--- src/rtl/adc_scanner.sv ---
// adc_scanner: multi-channel ADS1115 scanner. While enabled it walks MUX_LIST, runs one
// single-shot conversion per channel over the shared byte-level I2C master, polls the OS bit
// with a bounded retry count, and streams each result out tagged with its channel index.
//
// Ports:
//   clk_i, rst_i          clock, synchronous active-high reset
//   enable_i              level; scanning continues while high
//   pga_i                 PGA code, sampled when each channel starts
//   data_o / channel_o    last result and the channel it belongs to
//   data_valid_o          one-cycle pulse when a result is published
//   timeout_o             one-cycle pulse when a channel never finished converting
//   busy_o                high whenever the FSM is not idle
//   i2c_*                 instruction/enable/complete handshake to the I2C master
module adc_scanner #(
  parameter logic [6:0]                ADDRESS      = 7'd72,
  parameter int unsigned               NUM_CHANNELS = 4,
  parameter logic [3*NUM_CHANNELS-1:0] MUX_LIST     = {3'b111, 3'b110, 3'b101, 3'b100},
  parameter int unsigned               POLL_DELAY   = 256,
  parameter int unsigned               MAX_POLLS    = 16,
  localparam int unsigned              CH_W         = (NUM_CHANNELS > 1) ?
                                                      $clog2(NUM_CHANNELS) : 1
) (
  input  logic            clk_i,
  input  logic            rst_i,
  input  logic            enable_i,
  input  logic [2:0]      pga_i,
  output logic [15:0]     data_o,
  output logic [CH_W-1:0] channel_o,
  output logic            data_valid_o,
  output logic            timeout_o,
  output logic            busy_o,
  output logic [1:0]      i2c_instruction_o,
  output logic            i2c_enable_o,
  output logic [7:0]      i2c_byte_to_send_o,
  input  logic [7:0]      i2c_byte_received_i,
  input  logic            i2c_complete_i
);

  localparam int unsigned DW       = $clog2(POLL_DELAY + 1);
  localparam int unsigned PW       = $clog2(MAX_POLLS + 1);
  localparam int unsigned NumSlots = 2 ** CH_W;
  // Pad the list to a power-of-two table so any ch_q value indexes in range.
  localparam logic [3*NumSlots-1:0] MuxExt = (3 * NumSlots)'(MUX_LIST);

  localparam logic [1:0] InstrStart = 2'd0;
  localparam logic [1:0] InstrStop  = 2'd1;
  localparam logic [1:0] InstrRead  = 2'd2;
  localparam logic [1:0] InstrWrite = 2'd3;

  localparam logic [1:0] CapNone   = 2'd0;
  localparam logic [1:0] CapStatus = 2'd1;
  localparam logic [1:0] CapMsb    = 2'd2;
  localparam logic [1:0] CapLsb    = 2'd3;

  typedef enum logic [2:0] {
    StIdle, StConfig, StDelay, StPoll, StCheck, StFetch, StEmit, StNext
  } state_e;

  state_e          state_q, state_d;
  logic [3:0]      op_q, op_d;
  logic            seen_low_q, seen_low_d;
  logic            en_q, en_d;
  logic [1:0]      instr_q, instr_d;
  logic [7:0]      byte_q, byte_d;
  logic [CH_W-1:0] ch_q, ch_d;
  logic [2:0]      pga_q, pga_d;
  logic [PW-1:0]   polls_q, polls_d;
  logic [DW-1:0]   delay_q, delay_d;
  logic [7:0]      status_q, status_d;
  logic [7:0]      msb_q, msb_d;
  logic [7:0]      lsb_q, lsb_d;
  logic [15:0]     data_q, data_d;
  logic [CH_W-1:0] channel_q, channel_d;
  logic            dv_q, dv_d;
  logic            to_q, to_d;
  logic            busy_q, busy_d;

  logic [2:0] mux_tbl [NumSlots];
  logic [1:0] op_instr;
  logic [7:0] op_byte;
  logic       op_last;
  logic [1:0] op_cap;

  always_comb begin
    for (int k = 0; k < NumSlots; k++) begin
      mux_tbl[k] = MuxExt[3*k +: 3];
    end
  end

  // Instruction table for the current op of each bus sequence.
  always_comb begin
    op_instr = InstrStart;
    op_byte  = 8'h00;
    op_last  = 1'b0;
    op_cap   = CapNone;
    case (state_q)
      StConfig: begin
        case (op_q)
          4'd0:    op_instr = InstrStart;
          4'd1:    begin op_instr = InstrWrite; op_byte = {ADDRESS, 1'b0}; end
          4'd2:    begin op_instr = InstrWrite; op_byte = 8'h01; end
          4'd3:    begin
            op_instr = InstrWrite;
            op_byte  = {1'b1, mux_tbl[ch_q], pga_q, 1'b1};
          end
          4'd4:    begin op_instr = InstrWrite; op_byte = 8'h83; end
          default: begin op_instr = InstrStop; op_last = 1'b1; end
        endcase
      end
      StPoll: begin
        case (op_q)
          4'd0:    op_instr = InstrStart;
          4'd1:    begin op_instr = InstrWrite; op_byte = {ADDRESS, 1'b1}; end
          4'd2:    begin op_instr = InstrRead; op_cap = CapStatus; end
          4'd3:    op_instr = InstrRead;
          default: begin op_instr = InstrStop; op_last = 1'b1; end
        endcase
      end
      StFetch: begin
        case (op_q)
          4'd0:    op_instr = InstrStart;
          4'd1:    begin op_instr = InstrWrite; op_byte = {ADDRESS, 1'b0}; end
          4'd2:    begin op_instr = InstrWrite; op_byte = 8'h00; end
          4'd3:    op_instr = InstrStop;
          4'd4:    op_instr = InstrStart;
          4'd5:    begin op_instr = InstrWrite; op_byte = {ADDRESS, 1'b1}; end
          4'd6:    begin op_instr = InstrRead; op_cap = CapMsb; end
          4'd7:    begin op_instr = InstrRead; op_cap = CapLsb; end
          default: begin op_instr = InstrStop; op_last = 1'b1; end
        endcase
      end
      default: ;
    endcase
  end

  always_comb begin
    state_d    = state_q;
    op_d       = op_q;
    seen_low_d = seen_low_q;
    en_d       = en_q;
    instr_d    = instr_q;
    byte_d     = byte_q;
    ch_d       = ch_q;
    pga_d      = pga_q;
    polls_d    = polls_q;
    delay_d    = delay_q;
    status_d   = status_q;
    msb_d      = msb_q;
    lsb_d      = lsb_q;
    data_d     = data_q;
    channel_d  = channel_q;
    dv_d       = 1'b0;
    to_d       = 1'b0;

    unique case (state_q)
      StIdle: begin
        if (enable_i) begin
          ch_d    = '0;
          pga_d   = pga_i;
          op_d    = 4'd0;
          state_d = StConfig;
        end
      end
      StConfig, StPoll, StFetch: begin
        if (!en_q) begin
          // Issue cycle: instruction and byte stay frozen until the op completes.
          en_d       = 1'b1;
          instr_d    = op_instr;
          byte_d     = op_byte;
          seen_low_d = 1'b0;
        end else if (!i2c_complete_i) begin
          seen_low_d = 1'b1;
        end else if (seen_low_q) begin
          en_d = 1'b0;
          case (op_cap)
            CapStatus: status_d = i2c_byte_received_i;
            CapMsb:    msb_d    = i2c_byte_received_i;
            CapLsb:    lsb_d    = i2c_byte_received_i;
            default:   ;
          endcase
          if (op_last) begin
            op_d = 4'd0;
            if (state_q == StConfig) begin
              polls_d = '0;
              delay_d = '0;
              state_d = StDelay;
            end else if (state_q == StPoll) begin
              polls_d = polls_q + PW'(1);
              state_d = StCheck;
            end else begin
              state_d = StEmit;
            end
          end else begin
            op_d = op_q + 4'd1;
          end
        end
      end
      StDelay: begin
        if (delay_q == DW'(POLL_DELAY - 1)) begin
          delay_d = '0;
          state_d = StPoll;
        end else begin
          delay_d = delay_q + DW'(1);
        end
      end
      StCheck: begin
        if (status_q[7]) begin
          state_d = StFetch;
        end else if (polls_q == PW'(MAX_POLLS)) begin
          to_d      = 1'b1;
          channel_d = ch_q;
          state_d   = StNext;
        end else begin
          state_d = StDelay;
        end
      end
      StEmit: begin
        data_d    = {msb_q, lsb_q};
        channel_d = ch_q;
        dv_d      = 1'b1;
        state_d   = StNext;
      end
      StNext: begin
        ch_d = (ch_q == CH_W'(NUM_CHANNELS - 1)) ? '0 : ch_q + CH_W'(1);
        if (enable_i) begin
          pga_d   = pga_i;
          state_d = StConfig;
        end else begin
          state_d = StIdle;
        end
      end
    endcase

    busy_d = (state_d != StIdle);
  end

  always_ff @(posedge clk_i) begin
    if (rst_i) begin
      state_q    <= StIdle;
      op_q       <= 4'd0;
      seen_low_q <= 1'b0;
      en_q       <= 1'b0;
      instr_q    <= 2'd0;
      byte_q     <= 8'h00;
      ch_q       <= '0;
      pga_q      <= 3'd0;
      polls_q    <= '0;
      delay_q    <= '0;
      status_q   <= 8'h00;
      msb_q      <= 8'h00;
      lsb_q      <= 8'h00;
      data_q     <= 16'h0000;
      channel_q  <= '0;
      dv_q       <= 1'b0;
      to_q       <= 1'b0;
      busy_q     <= 1'b0;
    end else begin
      state_q    <= state_d;
      op_q       <= op_d;
      seen_low_q <= seen_low_d;
      en_q       <= en_d;
      instr_q    <= instr_d;
      byte_q     <= byte_d;
      ch_q       <= ch_d;
      pga_q      <= pga_d;
      polls_q    <= polls_d;
      delay_q    <= delay_d;
      status_q   <= status_d;
      msb_q      <= msb_d;
      lsb_q      <= lsb_d;
      data_q     <= data_d;
      channel_q  <= channel_d;
      dv_q       <= dv_d;
      to_q       <= to_d;
      busy_q     <= busy_d;
    end
  end

  assign data_o             = data_q;
  assign channel_o          = channel_q;
  assign data_valid_o       = dv_q;
  assign timeout_o          = to_q;
  assign busy_o             = busy_q;
  assign i2c_instruction_o  = instr_q;
  assign i2c_enable_o       = en_q;
  assign i2c_byte_to_send_o = byte_q;

endmodule

--- config.mk ---
export PLATFORM = sky130hd
export DESIGN_NAME = adc_scanner
export DESIGN_NICKNAME = d
export VERILOG_FILES = /design/src/rtl/adc_scanner.sv
export SDC_FILE = /design/constraint.sdc
export NUM_CORES = 1
export LEC_CHECK = 0
export BUFFER_PORTS_ARGS = -buffer_cell sky130_fd_sc_hd__buf_4
export CORE_UTILIZATION = 45
export CTS_BUF_LIST = sky130_fd_sc_hd__clkbuf_8
export DETAILED_ROUTE_END_ITERATION = 7
export GPL_TIMING_DRIVEN = 1
export RECOVER_POWER = 100
export SLEW_MARGIN = 20
export SYNTH_ARGS = -nofsm -noshare
export SYNTH_HDL_FRONTEND = slang
export SYNTH_SLANG_ARGS = --single-unit
export TNS_END_PERCENT = 10
--- constraint.sdc ---
create_clock -name clk_i -period 2.4 [get_ports clk_i]
set_input_delay 0.36 -clock clk_i [delete_from_list [all_inputs] [get_ports clk_i]]
set_output_delay 0.36 -clock clk_i [all_outputs]
set_load 0.005 [all_outputs]
# [Yosys cells after proc, flatten, opt, wreduce, memory -nomap -nowiden]
# Cells that the tools add are included.
[totals] inputBits=15 output_inout_bits=32 register_bits=83
[classes] reduce_logical=30 add_sub_neg=4 mux=58 eq_ne=29 order_cmp=1 bitwise=3
[op_table] cell="$mux W9" n=6
[op_table] cell="$mux W3" n=11
[op_table] cell="$pmux W8 S4" n=1
[op_table] cell="$pmux W8 S3" n=1
[op_table] cell="$mux W4" n=5
[op_table] cell="$pmux W2 S2" n=5
[op_table] cell="$reduce_and A5 Y1" n=4
[op_table] cell="$ne A2 B2 Y1 const B" n=9
[op_table] cell="$pmux W2 S3" n=3
[op_table] cell="$pmux W3 S6" n=1
[op_table] cell="$pmux W9 S2" n=1
[op_table] cell="$eq A4 B3 Y1 const B" n=4
[op_table] cell="$pmux W8 S2" n=1
[op_table] cell="$eq A3 B3 Y1 const B" n=4
[op_table] cell="$mux W1" n=12
[op_table] cell="$reduce_and A6 Y1" n=2
[op_table] cell="$mux W2" n=5
[op_table] cell="$mux W5" n=2
[op_table] cell="$reduce_bool A2 Y1" n=5
[op_table] cell="$add A9 B1 Y9 const B" n=1
[op_table] cell="$eq A9 B8 Y1 const B" n=1
[op_table] cell="$reduce_or A3 Y1" n=3
[op_table] cell="$eq A4 B2 Y1 const B" n=2
[op_table] cell="$mux W8" n=1
[op_table] cell="other kinds (24)" n=35

# [Longest topological paths before layout]
[logic_depth] ltp_word=10 depth_mapped=8 mapped_depth_nobuf=7

# [Worst setup path before layout]
# Ideal clock, no wire load.
[synth_timing] path_type="register to register" startpoint="reg op_q[0]" endpoint="reg busy_q, in the netlist busy_o" path_stages_with_launch=8 arrival_time_ns=2.023 path_buffers=0 setup_slack_ns=0.303 synth_period_minus_slack_ns=2.097 path_cell_list="dfxtp_1 > inv_1 > ha_1 > or4_4 > a211oi_4 > nand2_1 > a211o_1 > o211ai_2"
[synth_between] elab_chain_cells=10
[synth_lines] element="start, declared" line="60" text="logic [3:0] op_q, op_d;"
[synth_lines] element="start signal, assigned" line="259" text="op_q <= op_d;"
[synth_lines] element="$eq A4 B3 Y1 (tied with other cells)" line="120" text="case (op_q)"
[synth_lines] element="$reduce_or A8 Y1 (no source line) (tied with other cells)"
[synth_lines] element="$mux W1, on equally long branches" line="120, 111, 98"
[synth_lines] element="$pmux W1 S3 *" line="96" text="case (state_q)"
[synth_lines] element="$mux W3 *" line="181" text="if (op_last) begin"
[synth_lines] element="$mux W3 *" line="173" text="end else if (seen_low_q) begin"
[synth_lines] element="$mux W3 *" line="171" text="end else if (!i2c_complete_i) begin"
[synth_lines] element="$mux W3 *" line="165" text="if (!en_q) begin"
[synth_lines] element="$pmux W3 S6 *" line="155" text="unique case (state_q)"
[synth_lines] element="$reduce_bool A3 Y1 *" line="234" text="busy_d = (state_d != StIdle);"
[synth_lines] element="end signal, assigned" line="275" text="busy_q <= busy_d;"
[synth_lines] element="end, declared" line="76" text="logic busy_q, busy_d;"
# Every way passes the cells marked *; elsewhere a longest branch is shown, timed or not.
# A chain may end at the register's enable or synchronous reset.

# [Worst setup path in the final report]
[layout_timing] startpoint="reg op_q[1]" endpoint="reg busy_q, in the netlist busy_o"
# The elaborated chain is that of the path after synthesis.

==> impl_metrics.yaml <==
grt:
  grt_usage_pct: 22.0
  overflow: 0
  grt_pass1_wl_um: 14400
  antenna_found_initial: 0
  grt_max_degree: 61
  grt_pass1_vias: 2929
critical_path:
  crit_type: "flop to flop"
  start_kind: "flop"
  critPathTopFamily: "compound AO/OA/AOI/OAI gates"
  max_stage_delay_ns: 0.58
  cp.arrival_ns: 2.53
  slowest_stage: "or4_4"
  crit_chain: "inv_1 > ha_2 > or4_4 > a211oi_4 > nand2_1 > a211o_1 > o211ai_2"
  required_ns: 2.68
  crit_path_end_kind: "flop"
  cp_max_fo: 7
  crit_buf_inv: 1
timing:
  relSlewSlack_pct: 59.9
  rsz0062_at_grt: "yes"
  worst_slew_pin_slew_ns: 0.602
  skew_ns: 0.0189
  fin_tns_setup_ns: 0
  max_freq_ghz: 0.443
  maxSlewViolCount: 0
  period_needed_ns: 2.26
  report.final.setup_viol: 0
  timing.final.crit_share_pct: 94.1
  hold_ws_ns: 0.243
  hold_viol_final: 0
detailed_routing:
  dr.first_iter.drc_count: 131
  totalWireLength_um: 8230
  drc: 0
  post_drt_wl_per_cell_um: 14.6
  viasPerCell: 5.35
  drtAntennaViolNets: 0
  firstDrtPassIters: 4
  num_vias: 3020
layout:
  drive_gt1_share_pct: 20.2
  fin_util_pct: 57.3
  antenna_cells: 0
  finalInstanceArea_um2: 4230
  final_nets: 484
  layout-area-overhead-vs-synth_pct: 21.0
place:
  dpl_cell_area_um2: 3990
  hpwlAfterDp_um: 5860
  gp_congestion: 0.863
  io_buffers: 46
floorplan:
  fp.dieH_um: 90.1
  die-area_um2: 8120
  die_w_um: 90.1
  boundaryPins: 47
  coreArea_um2: 7370
  row_count: 31
  initial_utilization_pct: 47.4
cts:
  root_buffer: "clkbuf_8"
  clk_latency_ns: 0.36
  cts_tree: "done"
  htree_levels: 3
  postCtsHoldBufs: 0
  clockBufferDepth: 2
  clkSlewWorstSetupHoldPaths_ns: 0.09
  cts_buffers: 9
  cts_num_sinks: 76
pwr:
  power.density_nw_per_um2: 623
  p_leak_nw: 1.77
  vdd_ir_drop_max_uv: 435
  total_power_mw: 2.63
synth:
  async_flop_share_pct: 0
  synthFlopType: "dfxtp_1"
  syn_inst: 408
  netlist_area_um2: 3490
  synth_edf_count: 0
  avgSynthCellArea_um2: 8.56
  synth_seq_cells: 76
  ys_warn_count: 0
  seq_area_frac_synth_pct: 43.6
  synth_fp_nets: 431
  yosysUniqueCellTypes: 58
worst_hold_path:
  hold_path_class: "input port to flop"
status:
  outcome: "completed"
run:
  max_cap_viol_count: 0
## metal layers
layer / share of wire [%] / GRT usage (%) / routed length (um) / up-vias
met5: 0 / 0 / 0 / -
met4: 1.6 / 7.39 / 133 / 0
met3: 4.9 / 6.09 / 405 / 10
met2: 44 / 33.3 / 3650 / 65
met1: 49 / 30.2 / 4040 / 1423
li1: - / - / - / 1522
## final timing paths
check / start / endpoint / slack [ns] / depth (start not counted)
max: op_q[1]$_SDFFE_PP0P_ / busy_o$_SDFF_PP0_ / 0.14 / 7
max reg2reg: op_q[1]$_SDFFE_PP0P_ / busy_o$_SDFF_PP0_ / 0.14 / 7
min reg2reg: delay_q[8]$_SDFFE_PP0P_ / delay_q[8]$_SDFFE_PP0P_ / 0.45 / 2
min: pga_i[1] / pga_q[1]$_SDFFE_PP0P_ / 0.24 / 3
## tightest hold or removal path, cell delays in order
cell and delay [ns]:
buf_4 0.08, mux2i_1 0.05, nor2_1 0.07
## report_power, final
group | switching [mW] | total (mW) | internal [mW]
registers | 0.0168 | 1.30 | 1.28
clock network | 0.488 | 1.13 | 0.646
logic | 0.115 | 0.203 | 0.0884
total | 0.620 | 2.63 | 2.01
## layout by cell type (no fill, tap or decap), types with 7 or more instances in the layout
cell       n
a211oi_1   7
o21ai_0   13
dfxtp_1   75
and3_1     8
nor2_1    62
clkbuf_8  11
buf_4     27
nor3_1     9
a21oi_1   27
mux2i_1   23
inv_1     11
nand2_1   51
clkbuf_4  31
## area by class of cell
type | count | area, um^2
fillers | 707 | 3140
multi-input cells | 302 | 1860
flip-flops and latches | 76 | 1520
repair buffers | 61 | 447
clock buffers | 11 | 151
well taps | 99 | 124
clock inverters | 5 | 82.6
inverters | 11 | 41.3
## per-stage QoR
step	std cells	setup WS [ns]
after floorplan	408	0.303
after global placement	549	0.167
after detailed placement	549	0.0557
after CTS	565	0.0346
after global routing	565	-0.00770
final	565	0.141
## state kept, by name, indices dropped and copies added (netlist names)
signal and count:
op_q 4, busy_o 1, timeout_o 1, delay_q 9, polls_q 5, channel_o 2, i2c_enable_o 1, seen_low_q 1
ch_q 2, lsb_q 8, msb_q 8, pga_q 3, state_q 3, data_valid_o 1, status_q 1, i2c_byte_to_send_o 8
data_o 16, i2c_instruction_o 2
## cells in the mapped netlist, types with 2 or more instances
| master | number | share of area (%) |
|---|---|---|
| a31o_2 | 2 | 0.50 |
| inv_1 | 11 | 1.2 |
| a22oi_1 | 3 | 0.64 |
| nor3b_1 | 4 | 0.86 |
| clkbuf_1 | 12 | 1.3 |
| a21boi_0 | 2 | 0.43 |
| a31oi_1 | 4 | 0.72 |
| nand3b_1 | 2 | 0.43 |
| a22o_1 | 3 | 0.75 |
| or2_2 | 3 | 0.54 |
| nor3_1 | 9 | 1.3 |
| buf_2 | 5 | 0.72 |
| dfxtp_1 | 76 | 44 |
| xor2_1 | 4 | 1.0 |
| a211oi_1 | 7 | 1.5 |
| nand2_1 | 51 | 5.5 |
| mux2i_1 | 23 | 6.6 |
| or3_1 | 2 | 0.36 |
| o21a_1 | 2 | 0.43 |
| nand2b_1 | 6 | 1.1 |
| and3_1 | 8 | 1.4 |
| a21o_1 | 5 | 1.1 |
| nor4_1 | 2 | 0.36 |
| a21oi_1 | 27 | 3.9 |
| o21ai_0 | 13 | 1.9 |
| nor4bb_1 | 2 | 0.57 |
| nand3_1 | 6 | 0.86 |
| a211o_1 | 3 | 0.75 |
| ha_1 | 8 | 2.9 |
| nor4b_1 | 2 | 0.50 |
| nor2_1 | 62 | 6.7 |
| xnor2_1 | 5 | 1.3 |
| o22ai_1 | 2 | 0.36 |
| a221oi_1 | 2 | 0.50 |
| nor2b_1 | 5 | 0.90 |
| and2_1 | 3 | 0.54 |
## kinds of logic (layout without fill, tap and decap cells)
kind of cell	count (synthesis)	after routing	synth area share, %
buffers and inverters	30	88	3.51
XOR/XNOR	9	9	2.26
adder cells (fa/ha/maj)	8	8	2.87
flip-flops	76	76	43.6
AO/OA/AOI/OAI	85	85	16.5
AND/OR/NAND/NOR	177	177	24.7
multiplexers	23	23	6.59
## what timing repair did
action | in CTS | in global routing
buffers inserted | 0 | 0
setup endpoints to repair | 0 | 17
resized for setup | 0 | 4
Note: power is estimated with default switching activity, not from simulation.
